### src/rtl/fpu_pipe_if.sv
// rtl/fpu_pipe_if.sv - operand issue / result writeback handshake bundle for fpu_pipe
interface fpu_pipe_if #(
  parameter int EXP_W = 8,
  parameter int MAN_W = 23,
  parameter int TAG_W = 4
);
  localparam int W = 1 + EXP_W + MAN_W;

  logic             in_valid;
  logic             in_ready;
  logic [W-1:0]     A;
  logic [W-1:0]     B;
  logic [1:0]       opcode;
  logic [TAG_W-1:0] in_tag;
  logic             out_valid;
  logic             out_ready;
  logic [W-1:0]     outp;
  logic [TAG_W-1:0] out_tag;
  logic [3:0]       flags;

  modport master (
    output in_valid, A, B, opcode, in_tag, out_ready,
    input  in_ready, out_valid, outp, out_tag, flags
  );

  modport slave (
    input  in_valid, A, B, opcode, in_tag, out_ready,
    output in_ready, out_valid, outp, out_tag, flags
  );
endinterface

### src/rtl/fpu_pipe.sv
// rtl/fpu_pipe.sv - pipelined FP add/sub/mul, RNE rounding, FTZ, tag pass-through, exception flags
module fpu_pipe #(
  parameter int EXP_W = 8,
  parameter int MAN_W = 23,
  parameter int TAG_W = 4
) (
  input logic       clk,
  input logic       rst,
  fpu_pipe_if.slave io
);
  localparam int W   = 1 + EXP_W + MAN_W;
  localparam int M   = MAN_W + 1;
  localparam int AW  = M + 3;
  localparam int EW  = EXP_W + 2;
  localparam int H   = M / 2;
  localparam int PL  = M + H;
  localparam int PH  = 2 * M - H;
  localparam int LZW = $clog2(AW + 2);
  localparam int SHW = $clog2(AW + 1);
  localparam logic [EXP_W-1:0] EMAX = '1;
  localparam logic [EW-1:0]    BIAS = EW'(2**(EXP_W-1) - 1);
  localparam logic [W-1:0]     QNAN = {1'b0, EMAX, 1'b1, {(MAN_W-1){1'b0}}};

  logic stall, adv;
  assign stall       = io.out_valid && !io.out_ready;
  assign adv         = !stall;
  assign io.in_ready = adv;

  logic sa, sb, sbe, is_mul, swap;
  logic zero_a, zero_b, inf_a, inf_b, nan_a, nan_b;
  logic [EXP_W-1:0] ea, eb, big_e, sml_e, dexp;
  logic [MAN_W-1:0] fa, fb;
  logic [EXP_W+MAN_W-1:0] key_a, key_b;
  logic [M-1:0] ma, mb, big_m, sml_m;
  logic [SHW-1:0] sh;
  logic [2*AW-1:0] ext;
  logic sp, sp_inv;
  logic [W-1:0] sp_val;

  assign {sa, ea, fa} = io.A;
  assign {sb, eb, fb} = io.B;
  assign zero_a = (ea == '0);
  assign zero_b = (eb == '0);
  assign inf_a  = (ea == EMAX) && (fa == '0);
  assign inf_b  = (eb == EMAX) && (fb == '0);
  assign nan_a  = (ea == EMAX) && (fa != '0);
  assign nan_b  = (eb == EMAX) && (fb != '0);
  assign is_mul = (io.opcode == 2'b10);
  assign sbe    = sb ^ (io.opcode == 2'b01);
  assign ma     = zero_a ? '0 : {1'b1, fa};
  assign mb     = zero_b ? '0 : {1'b1, fb};
  assign key_a  = zero_a ? '0 : {ea, fa};
  assign key_b  = zero_b ? '0 : {eb, fb};
  assign swap   = key_a < key_b;
  assign big_e  = swap ? eb : ea;
  assign sml_e  = swap ? ea : eb;
  assign big_m  = swap ? mb : ma;
  assign sml_m  = swap ? ma : mb;
  assign dexp   = big_e - sml_e;
  assign sh     = (dexp > EXP_W'(AW)) ? SHW'(AW) : SHW'(dexp);
  // low half of ext collects every bit shifted past the guard/round positions
  assign ext    = {sml_m, 3'b000, {AW{1'b0}}} >> sh;

  always_comb begin
    sp     = 1'b0;
    sp_inv = 1'b0;
    sp_val = '0;
    if (nan_a || nan_b || (io.opcode == 2'b11) ||
        (is_mul && ((zero_a && inf_b) || (inf_a && zero_b))) ||
        (!is_mul && inf_a && inf_b && (sa != sbe))) begin
      sp     = 1'b1;
      sp_inv = 1'b1;
      sp_val = QNAN;
    end else if (inf_a || inf_b) begin
      sp     = 1'b1;
      sp_val = {(is_mul ? (sa ^ sb) : (inf_a ? sa : sbe)), EMAX, {MAN_W{1'b0}}};
    end else if (is_mul && (zero_a || zero_b)) begin
      sp     = 1'b1;
      sp_val = {sa ^ sb, {(W-1){1'b0}}};
    end
  end

  logic r1_v, r1_sp, r1_inv, r1_mul, r1_sign, r1_sub, r1_zsign;
  logic [TAG_W-1:0] r1_tag;
  logic [W-1:0] r1_sp_val;
  logic [EW-1:0] r1_exp;
  logic [AW-1:0] r1_big, r1_sml;
  logic [PL-1:0] r1_pp_lo;
  logic [PH-1:0] r1_pp_hi;

  logic r2_v, r2_sp, r2_inv, r2_mul, r2_sign, r2_zsign;
  logic [TAG_W-1:0] r2_tag;
  logic [W-1:0] r2_sp_val;
  logic [EW-1:0] r2_exp;
  logic [AW:0] r2_sum;
  logic [2*M-1:0] r2_prod;

  logic r3_v, r3_sp, r3_inv, r3_sign, r3_zero, r3_zsign, r3_g, r3_s;
  logic [TAG_W-1:0] r3_tag;
  logic [W-1:0] r3_sp_val;
  logic [M-1:0] r3_nm;
  logic [EW-1:0] r3_ne;

  logic [LZW-1:0] lz;
  logic [AW:0] sum_n;
  logic [2*M-1:0] prod_n;
  logic [M-1:0] nm;
  logic g, s;
  logic [EW-1:0] ne;

  always_comb begin
    lz = LZW'(AW + 1);
    for (int i = 0; i <= AW; i++) begin
      if (r2_sum[i]) lz = LZW'(AW - i);
    end
    sum_n  = r2_sum << lz;
    prod_n = r2_prod[2*M-1] ? r2_prod : (r2_prod << 1);
    if (r2_mul) begin
      nm = prod_n[2*M-1:M];
      g  = prod_n[M-1];
      s  = |prod_n[M-2:0];
      ne = r2_exp + EW'(r2_prod[2*M-1]);
    end else begin
      nm = sum_n[AW:4];
      g  = sum_n[3];
      s  = |sum_n[2:0];
      ne = r2_exp + EW'(1) - EW'(lz);
    end
  end

  logic inc;
  logic [M:0] mr;
  logic [EW-1:0] re;
  logic [MAN_W-1:0] frac;
  logic [W-1:0] res;
  logic [3:0] fl;

  assign inc  = r3_g & (r3_s | r3_nm[0]);
  assign mr   = {1'b0, r3_nm} + (M+1)'(inc);
  assign re   = r3_ne + EW'(mr[M]);
  assign frac = mr[M] ? mr[MAN_W:1] : mr[MAN_W-1:0];

  always_comb begin
    res = {r3_sign, re[EXP_W-1:0], frac};
    fl  = 4'b0000;
    if (r3_sp) begin
      res = r3_sp_val;
      fl  = {r3_inv, 3'b000};
    end else if (r3_zero) begin
      res = {r3_zsign, {(W-1){1'b0}}};
    end else if ($signed(re) >= $signed({2'b00, EMAX})) begin
      res = {r3_sign, EMAX, {MAN_W{1'b0}}};
      fl  = 4'b0101;
    end else if ($signed(re) <= $signed(EW'(0))) begin
      res = {r3_sign, {(W-1){1'b0}}};
      fl  = 4'b0011;
    end
  end

  always_ff @(posedge clk) begin
    if (rst) begin
      r1_v         <= 1'b0;
      r2_v         <= 1'b0;
      r3_v         <= 1'b0;
      io.out_valid <= 1'b0;
      io.outp      <= '0;
      io.out_tag   <= '0;
      io.flags     <= '0;
    end else if (adv) begin
      r1_v      <= io.in_valid;
      r1_tag    <= io.in_tag;
      r1_sp     <= sp;
      r1_sp_val <= sp_val;
      r1_inv    <= sp_inv;
      r1_mul    <= is_mul;
      r1_sign   <= is_mul ? (sa ^ sb) : (swap ? sbe : sa);
      r1_sub    <= sa ^ sbe;
      r1_zsign  <= sa & sbe;
      r1_exp    <= is_mul ? (EW'(ea) + EW'(eb) - BIAS) : EW'(big_e);
      r1_big    <= {big_m, 3'b000};
      r1_sml    <= {ext[2*AW-1:AW+1], ext[AW] | (|ext[AW-1:0])};
      r1_pp_lo  <= PL'(ma) * PL'(mb[H-1:0]);
      r1_pp_hi  <= PH'(ma) * PH'(mb[M-1:H]);

      r2_v      <= r1_v;
      r2_tag    <= r1_tag;
      r2_sp     <= r1_sp;
      r2_sp_val <= r1_sp_val;
      r2_inv    <= r1_inv;
      r2_mul    <= r1_mul;
      r2_sign   <= r1_sign;
      r2_zsign  <= r1_zsign;
      r2_exp    <= r1_exp;
      r2_sum    <= r1_sub ? ({1'b0, r1_big} - {1'b0, r1_sml}) : ({1'b0, r1_big} + {1'b0, r1_sml});
      r2_prod   <= (2*M)'(r1_pp_lo) + ((2*M)'(r1_pp_hi) << H);

      r3_v      <= r2_v;
      r3_tag    <= r2_tag;
      r3_sp     <= r2_sp;
      r3_sp_val <= r2_sp_val;
      r3_inv    <= r2_inv;
      r3_sign   <= r2_sign;
      r3_zero   <= !r2_mul && (r2_sum == '0);
      r3_zsign  <= r2_zsign;
      r3_nm     <= nm;
      r3_g      <= g;
      r3_s      <= s;
      r3_ne     <= ne;

      io.out_valid <= r3_v;
      io.outp      <= res;
      io.out_tag   <= r3_tag;
      io.flags     <= fl;
    end
  end
endmodule
### src/flat_wrapper.sv
// flat-port wrapper written by rule: the top's interface ports become plain ports
module fpu_pipe_flat 
#(
  parameter int EXP_W = 8,
  parameter int MAN_W = 23,
  parameter int TAG_W = 4
)
  (clk, rst, io_in_valid, io_A, io_B, io_opcode, io_in_tag, io_out_ready, io_in_ready, io_out_valid, io_outp, io_out_tag, io_flags);
  fpu_pipe_if #(.EXP_W(EXP_W), .MAN_W(MAN_W), .TAG_W(TAG_W)) io_i ();
  input logic clk;
  input logic rst;
  input wire logic [$bits(io_i.in_valid)-1:0] io_in_valid;
  input wire logic [$bits(io_i.A)-1:0] io_A;
  input wire logic [$bits(io_i.B)-1:0] io_B;
  input wire logic [$bits(io_i.opcode)-1:0] io_opcode;
  input wire logic [$bits(io_i.in_tag)-1:0] io_in_tag;
  input wire logic [$bits(io_i.out_ready)-1:0] io_out_ready;
  output wire logic [$bits(io_i.in_ready)-1:0] io_in_ready;
  output wire logic [$bits(io_i.out_valid)-1:0] io_out_valid;
  output wire logic [$bits(io_i.outp)-1:0] io_outp;
  output wire logic [$bits(io_i.out_tag)-1:0] io_out_tag;
  output wire logic [$bits(io_i.flags)-1:0] io_flags;
  assign io_i.in_valid = io_in_valid;
  assign io_i.A = io_A;
  assign io_i.B = io_B;
  assign io_i.opcode = io_opcode;
  assign io_i.in_tag = io_in_tag;
  assign io_i.out_ready = io_out_ready;
  assign io_in_ready = io_i.in_ready;
  assign io_out_valid = io_i.out_valid;
  assign io_outp = io_i.outp;
  assign io_out_tag = io_i.out_tag;
  assign io_flags = io_i.flags;
  fpu_pipe #(.EXP_W(EXP_W), .MAN_W(MAN_W), .TAG_W(TAG_W)) u_core (.clk(clk), .rst(rst), .io(io_i));
endmodule
### config.mk
export PLATFORM = sky130hd
export DESIGN_NAME = fpu_pipe_flat
export DESIGN_NICKNAME = d
export VERILOG_FILES = /design/src/rtl/fpu_pipe_if.sv /design/src/rtl/fpu_pipe.sv /design/src/flat_wrapper.sv
export SDC_FILE = /design/constraint.sdc
export NUM_CORES = 2
export LEC_CHECK = 0
export CAP_MARGIN = 20
export CORE_UTILIZATION = 30
export DETAILED_ROUTE_END_ITERATION = 7
export GPL_TIMING_DRIVEN = 0
export PLACE_DENSITY = 0.57
export SYNTH_ARGS = -nofsm -noshare
export SYNTH_HDL_FRONTEND = slang
export SYNTH_SLANG_ARGS = --single-unit
### constraint.sdc
create_clock -name clk -period 19.88 [get_ports clk]
set_clock_uncertainty 0.15 [all_clocks]
set_input_delay 3.976 -clock clk [delete_from_list [all_inputs] [get_ports clk]]
set_output_delay 3.976 -clock clk [all_outputs]
set_load 0.02 [all_outputs]
# After elaboration in Yosys (flattened, before gate mapping)
# Cells that the tools add are included.
# op_classes
n_mul	2
add_sub_neg	11
shift	2
magnitude_cmp	4
n_bitwise	9
n_reduce_logical	36
n_mux	61
eq_ne	6
# ops
cell	n
$mux 32	4
$mux 31	4
$mux 24	5
$mux 5	17
$mul 24x12->36	2
$shr 54x5->54	1
$add 36x48->48	1
$mux 48	1
$logic_not 23->1	2
$reduce_bool 23->1	2
$mux 4	11
$lt 31x31->1	1
$add 27x27->28	1
$logic_not 28->1	1
$mux 28	1
$shl 28x5->28	1
$sub 27x27->28	1
$reduce_or 27->1	1
$add 24x1->25	1
$mux 8	3
$mux 23	1
$reduce_or 23->1	1
$add 10x1->10	2
$eq 8x8->1 const B	2
26 further kinds	64
# word_totals
wordCells	174
regBits	423
in_bits	74
out_inout_bits	42

# Longest topological paths before layout
# logic_depth
ltp_word	31
depth_mapped	37
ltp_nobuf	33

# Least setup slack after synthesis
# Ideal clock, no wire load.
# synth_timing
path_type	input to register
start	input port rst
end	register u_core.r1_big[10] (enable)
n_path_buf	2
slack_ns	2.313
setup_ns	0.953
t_required_ns	18.777
stages	3
arrival_ns	16.464
cell_sequence	clkbuf_1 > clkbuf_1 > nor2_1
# synth_via
elab_chain_cells	2
# synth_rtl
element	line_no	rtl
start: declaration	flat_wrapper.sv:11	input logic rst;
$not 1->1 (no source line)	n/a	
$reduce_and 2->1 (no source line)	n/a	
end signal: assignment	fpu_pipe.sv:180	r1_big <= {big_m, 3'b000};
end: declaration	fpu_pipe.sv:87	logic [AW-1:0] r1_big, r1_sml;
# No other way between the ends.
# A chain may end at the register's enable or synchronous reset.

# Worst setup path after layout
# layout_timing
start	input port io_A[24]
end	register u_core.r1_pp_lo[35], data pin
# layout_via
elab_chain_cells	3
# layout_rtl
element	line_no	rtl
start: declaration	flat_wrapper.sv:13	input wire logic [$bits(io_i.A)-1:0] io_A;
$logic_not 8->1	fpu_pipe.sv:42	assign zero_a = (ea == '0);
$mux 24	fpu_pipe.sv:50	assign ma = zero_a ? '0 : {1'b1, fa};
$mul 24x12->36	fpu_pipe.sv:182	r1_pp_lo <= PL'(ma) * PL'(mb[H-1:0]);
end signal: assignment	fpu_pipe.sv:182	
end: declaration	fpu_pipe.sv:88	logic [PL-1:0] r1_pp_lo;
# No other way between the ends.

==> metrics.md <==
| Metric | Value |
|---|---|
| Hold WS | `255.3 ps` |
| Sequential element share of the synthesized area | `0.2427` |
| Top-level port count | `116` |
| Storage element area | `9649 um^2` |
| Sink Count | `336` |
| Max Cap Viol | `0` |
| Area share of the largest cell type after synthesis | `0.2236` |
| CTS tree | `done` |
| Ys flop type | `edfxtp_1` |
| HP Start | `u_core.r1_pp_lo[6]$_DFFE_PP_` |
| Crit path buffers/inverters | `9` |
| WL met1 | `61,030 um` |
| Initial antenna violation count | `13` |
| Final worst-path cycle share | `0.7656` |
| Layout area overhead | `11.45%` |
| Hold buffers post-CTS | `0` |
| Vias per cell | `5.145` |
| R2R Path Start | `u_core.r3_nm[0]$_DFFE_PP_` |
| DP HPWL | `114,000 um` |
| Failing checks | `design-rule violations` |
| Core Box Area | `131,500 um^2` |
| Cell family with most CP delay | `buffers and inverters` |
| Vias | `32,520` |
| Fin nets | `5,368` |
| Syn Area/Cell | `9.072 um^2` |
| Worst Path Max Fanout | `10` |
| Clk pin slew, worst setup/hold paths | `60 ps` |
| Fin. max-slew vios | `0` |
| Hold-critical path endpoint | `u_core.r2_prod[6]$_DFFE_PP_` |
| # Post-CTS Setup Buffers | `0` |
| GRT Overall Usage | `0.2020` |
| Fmax | `65.70 MHz` |
| Max layer used | `met5` |
| Crit Path Class | `input pin to register` |
| CP endpoint kind | `register` |
| Area of the die | `134,000 um^2` |
| Max Buffers Root-to-Sink | `3` |
| Fillers | `13,680` |
| Buffers added on ports | `108` |
| Leakage | `0.01912 uW` |
| Slew at the pin with the worst max-slew slack | `1170 ps` |
| Die height | `366.0 um` |
| CTS buffer count | `35` |
| Power Dens Cells | `148.3 nW/um^2` |
| Metal3 WL | `10,040 um` |
| Routed len/inst | `21.64 um` |
| Post-synthesis cell area | `39,750 um^2` |
| WL met2 | `58,750 um` |
| Drt total wl | `136,700 um` |
| Library cells used by synthesis | `95` |
| RSZ-0062 raised after global routing | `false` |
| Largest net degree at the start of global routing | `38` |
| HP Class | `register to register` |
| Post-route ant nets | `0` |
| Worst setup SP type | `input pin` |
| Placement Rows | `133` |
| Fraction of registers with async set/reset | `0` |
| Crit-path most repeated cell | `fa_1` |
| DRC | `1` |
| Most frequent cells after synthesis | `633 x nand2_1, 619 x inv_1, 444 x fa_1` |
| Synthesis Warnings | `0` |
| Most numerous cell in the Yosys netlist | `nand2_1` |
| Critical-path top delay cell | `buf_1` |
| Number of synthesized register bits | `336` |
| Starting Density | `0.3024` |
| Worst vdd ir | `132.3 uV` |
| 1st-pass router iterations | `8` |
| Initial DRC count | `2,766` |
| Number of synthesized flops with an enable pin | `292` |
| First-pass GRT wire length | `206,700 um` |
| CP peak stage delay | `800 ps` |
| Pwr Total | `6571 uW` |
| Slew margin rel. | `0.2089` |
| Final GP Congestion | `1.013` |
| Cells taking the most area after synthesis | `fa_1 22%, edfxtp_1 22%, ha_1 9.8%` |
| Top cell type by total area after synthesis | `fa_1` |
| Vias in the first global route | `32,200` |
| Fin. Hold Viols | `0` |
| Reg2Reg Depth | `26` |
| Arrival time worst endpoint | `15,330 ps` |
| Syn nets | `5,212` |
| Worst reg2reg setup slack | `13,700 ps` |
| Status | `finished with violations` |
| Overflow left after global routing | `0` |
| H-Tree Level Count | `2` |
| Tmin final | `15,220 ps` |
| Resized cells post-CTS | `0` |
| FF-to-FF End | `u_core.io.outp[2]$_SDFFE_PP0N_` |
| Hold path cells | `0` |
| Setup TNS | `0 ps` |
| Critical path required time | `19,990 ps` |
| Clock Latency Late Sink | `560 ps` |
| Root buf cell | `clkbuf_16` |
| Setup Viol. Count Final | `0` |
| Cell count after synthesis | `4,382` |
| Share of cells above drive strength 1 | `0.03748` |
| Die Wd | `366.0 um` |
| Multi-input gate area | `26,820 um^2` |
[kinds of logic (layout without fill, tap and decap cells)]
family | Yosys count | after routing | share of synthesized area
other | 0 | 2 | 0
adder cells (fa/ha/maj) | 756 | 756 | 0.3218
AND/OR/NAND/NOR | 1468 | 1468 | 0.1746
buffers and inverters | 857 | 1038 | 0.08278
AO/OA/AOI/OAI | 733 | 733 | 0.1223
XOR/XNOR | 148 | 148 | 0.03308
flip-flops | 336 | 336 | 0.2427
multiplexers | 84 | 84 | 0.02269
[routing by layer]
layer | global-route usage | up-vias
met1 | 0.2792 | 15970
met2 | 0.3076 | 1258
li1 | - | 14980
met4 | 0.09294 | 10
met3 | 0.03353 | 299
met5 | 0 | -
[worst max-delay path by stage]
stage / from / to / cells after the start
after floorplan: rst / u_core.r1_big[10]$_DFFE_PP_ / 3
final: io_A[24] / u_core.r1_pp_lo[35]$_DFFE_PP_ / 33
after global placement: io_out_ready / u_core.r1_pp_lo[12]$_DFFE_PP_ / 4
after CTS: io_A[30] / u_core.r1_pp_lo[35]$_DFFE_PP_ / 33
after detailed placement: io_A[30] / u_core.r1_pp_lo[35]$_DFFE_PP_ / 33
after global routing: io_A[24] / u_core.r1_pp_lo[35]$_DFFE_PP_ / 33
[power breakdown]
group          internal (uW)  total [uW]  switching, uW
Clock                    341         621            279
Sequential              1170        1270           94.9
Combinational           1730        4680           2950
Total                   3250        6570           3320
[flip-flops by register name, summed over array words and instances, names as in the netlist, 4 cells and up]
register,cells
u_core.r1_tag,4
u_core.r3_tag,4
u_core.r1_pp_hi,36
u_core.r2_exp,10
u_core.r2_sum,28
u_core.r1_big,24
u_core.r2_tag,4
u_core.r1_exp,10
u_core.r3_nm,24
u_core.io.outp,32
u_core.io.out_tag,4
u_core.r1_pp_lo,36
u_core.r3_ne,10
u_core.r2_prod,48
u_core.io.flags,4
u_core.r1_sml,27
[area by class of cell]
class | count | area share
diodes | 2 | 0.0001130
plain buffers | 236 | 0.02166
clock buffers | 40 | 0.02019
clock inverters | 22 | 0.003925
inverters | 621 | 0.05261
multi-input cells | 3189 | 0.6054
flip-flops and latches | 336 | 0.2178
well taps | 1755 | 0.04956
repair buffers | 119 | 0.02875
[per-stage QoR]
step | util | area, um^2 | setup slack (ps) | cells
after floorplan | - | 39750 | 2313 | 4382
after global placement | 0.3273 | 43030 | -2931 | 6245
after detailed placement | 0.3288 | 43230 | 4351 | 6256
after CTS | 0.3370 | 44300 | 4905 | 6318
after global routing | 0.3370 | 44300 | 4285 | 6318
final | 0.3370 | 44310 | 4660 | 6320
[placed cells by master, fill, tap and decap left out, drive strengths merged, types with 17 or more instances in the layout]
| cell type | Yosys | final |
|---|---|---|
| nand2 | 635 | 635 |
| inv | 619 | 622 |
| fa | 444 | 444 |
| ha | 312 | 312 |
| edfxtp | 292 | 292 |
| clkbuf | 200 | 240 |
| nor2 | 219 | 219 |
| o21ai | 186 | 186 |
| a21oi | 166 | 166 |
| and3 | 130 | 130 |
| and2 | 123 | 123 |
| nand3 | 113 | 113 |
| clkdlybuf4s50 | 0 | 108 |
| xnor2 | 100 | 100 |
| nor3 | 78 | 78 |
| xor2 | 48 | 48 |
| mux2i | 47 | 47 |
| buf | 36 | 47 |
| dfxtp | 44 | 44 |
| a31oi | 36 | 36 |
| mux2 | 36 | 36 |
| a211oi | 36 | 36 |
| nor4 | 36 | 36 |
| a21boi | 29 | 29 |
| o21a | 27 | 27 |
| nor2b | 26 | 26 |
| a22oi | 26 | 26 |
| o21bai | 23 | 23 |
| nand2b | 23 | 23 |
| a21o | 22 | 22 |
| o211ai | 21 | 21 |
| nand4 | 21 | 21 |
| o31ai | 17 | 17 |
| a221oi | 17 | 17 |
(Power assumes the default switching activity.)
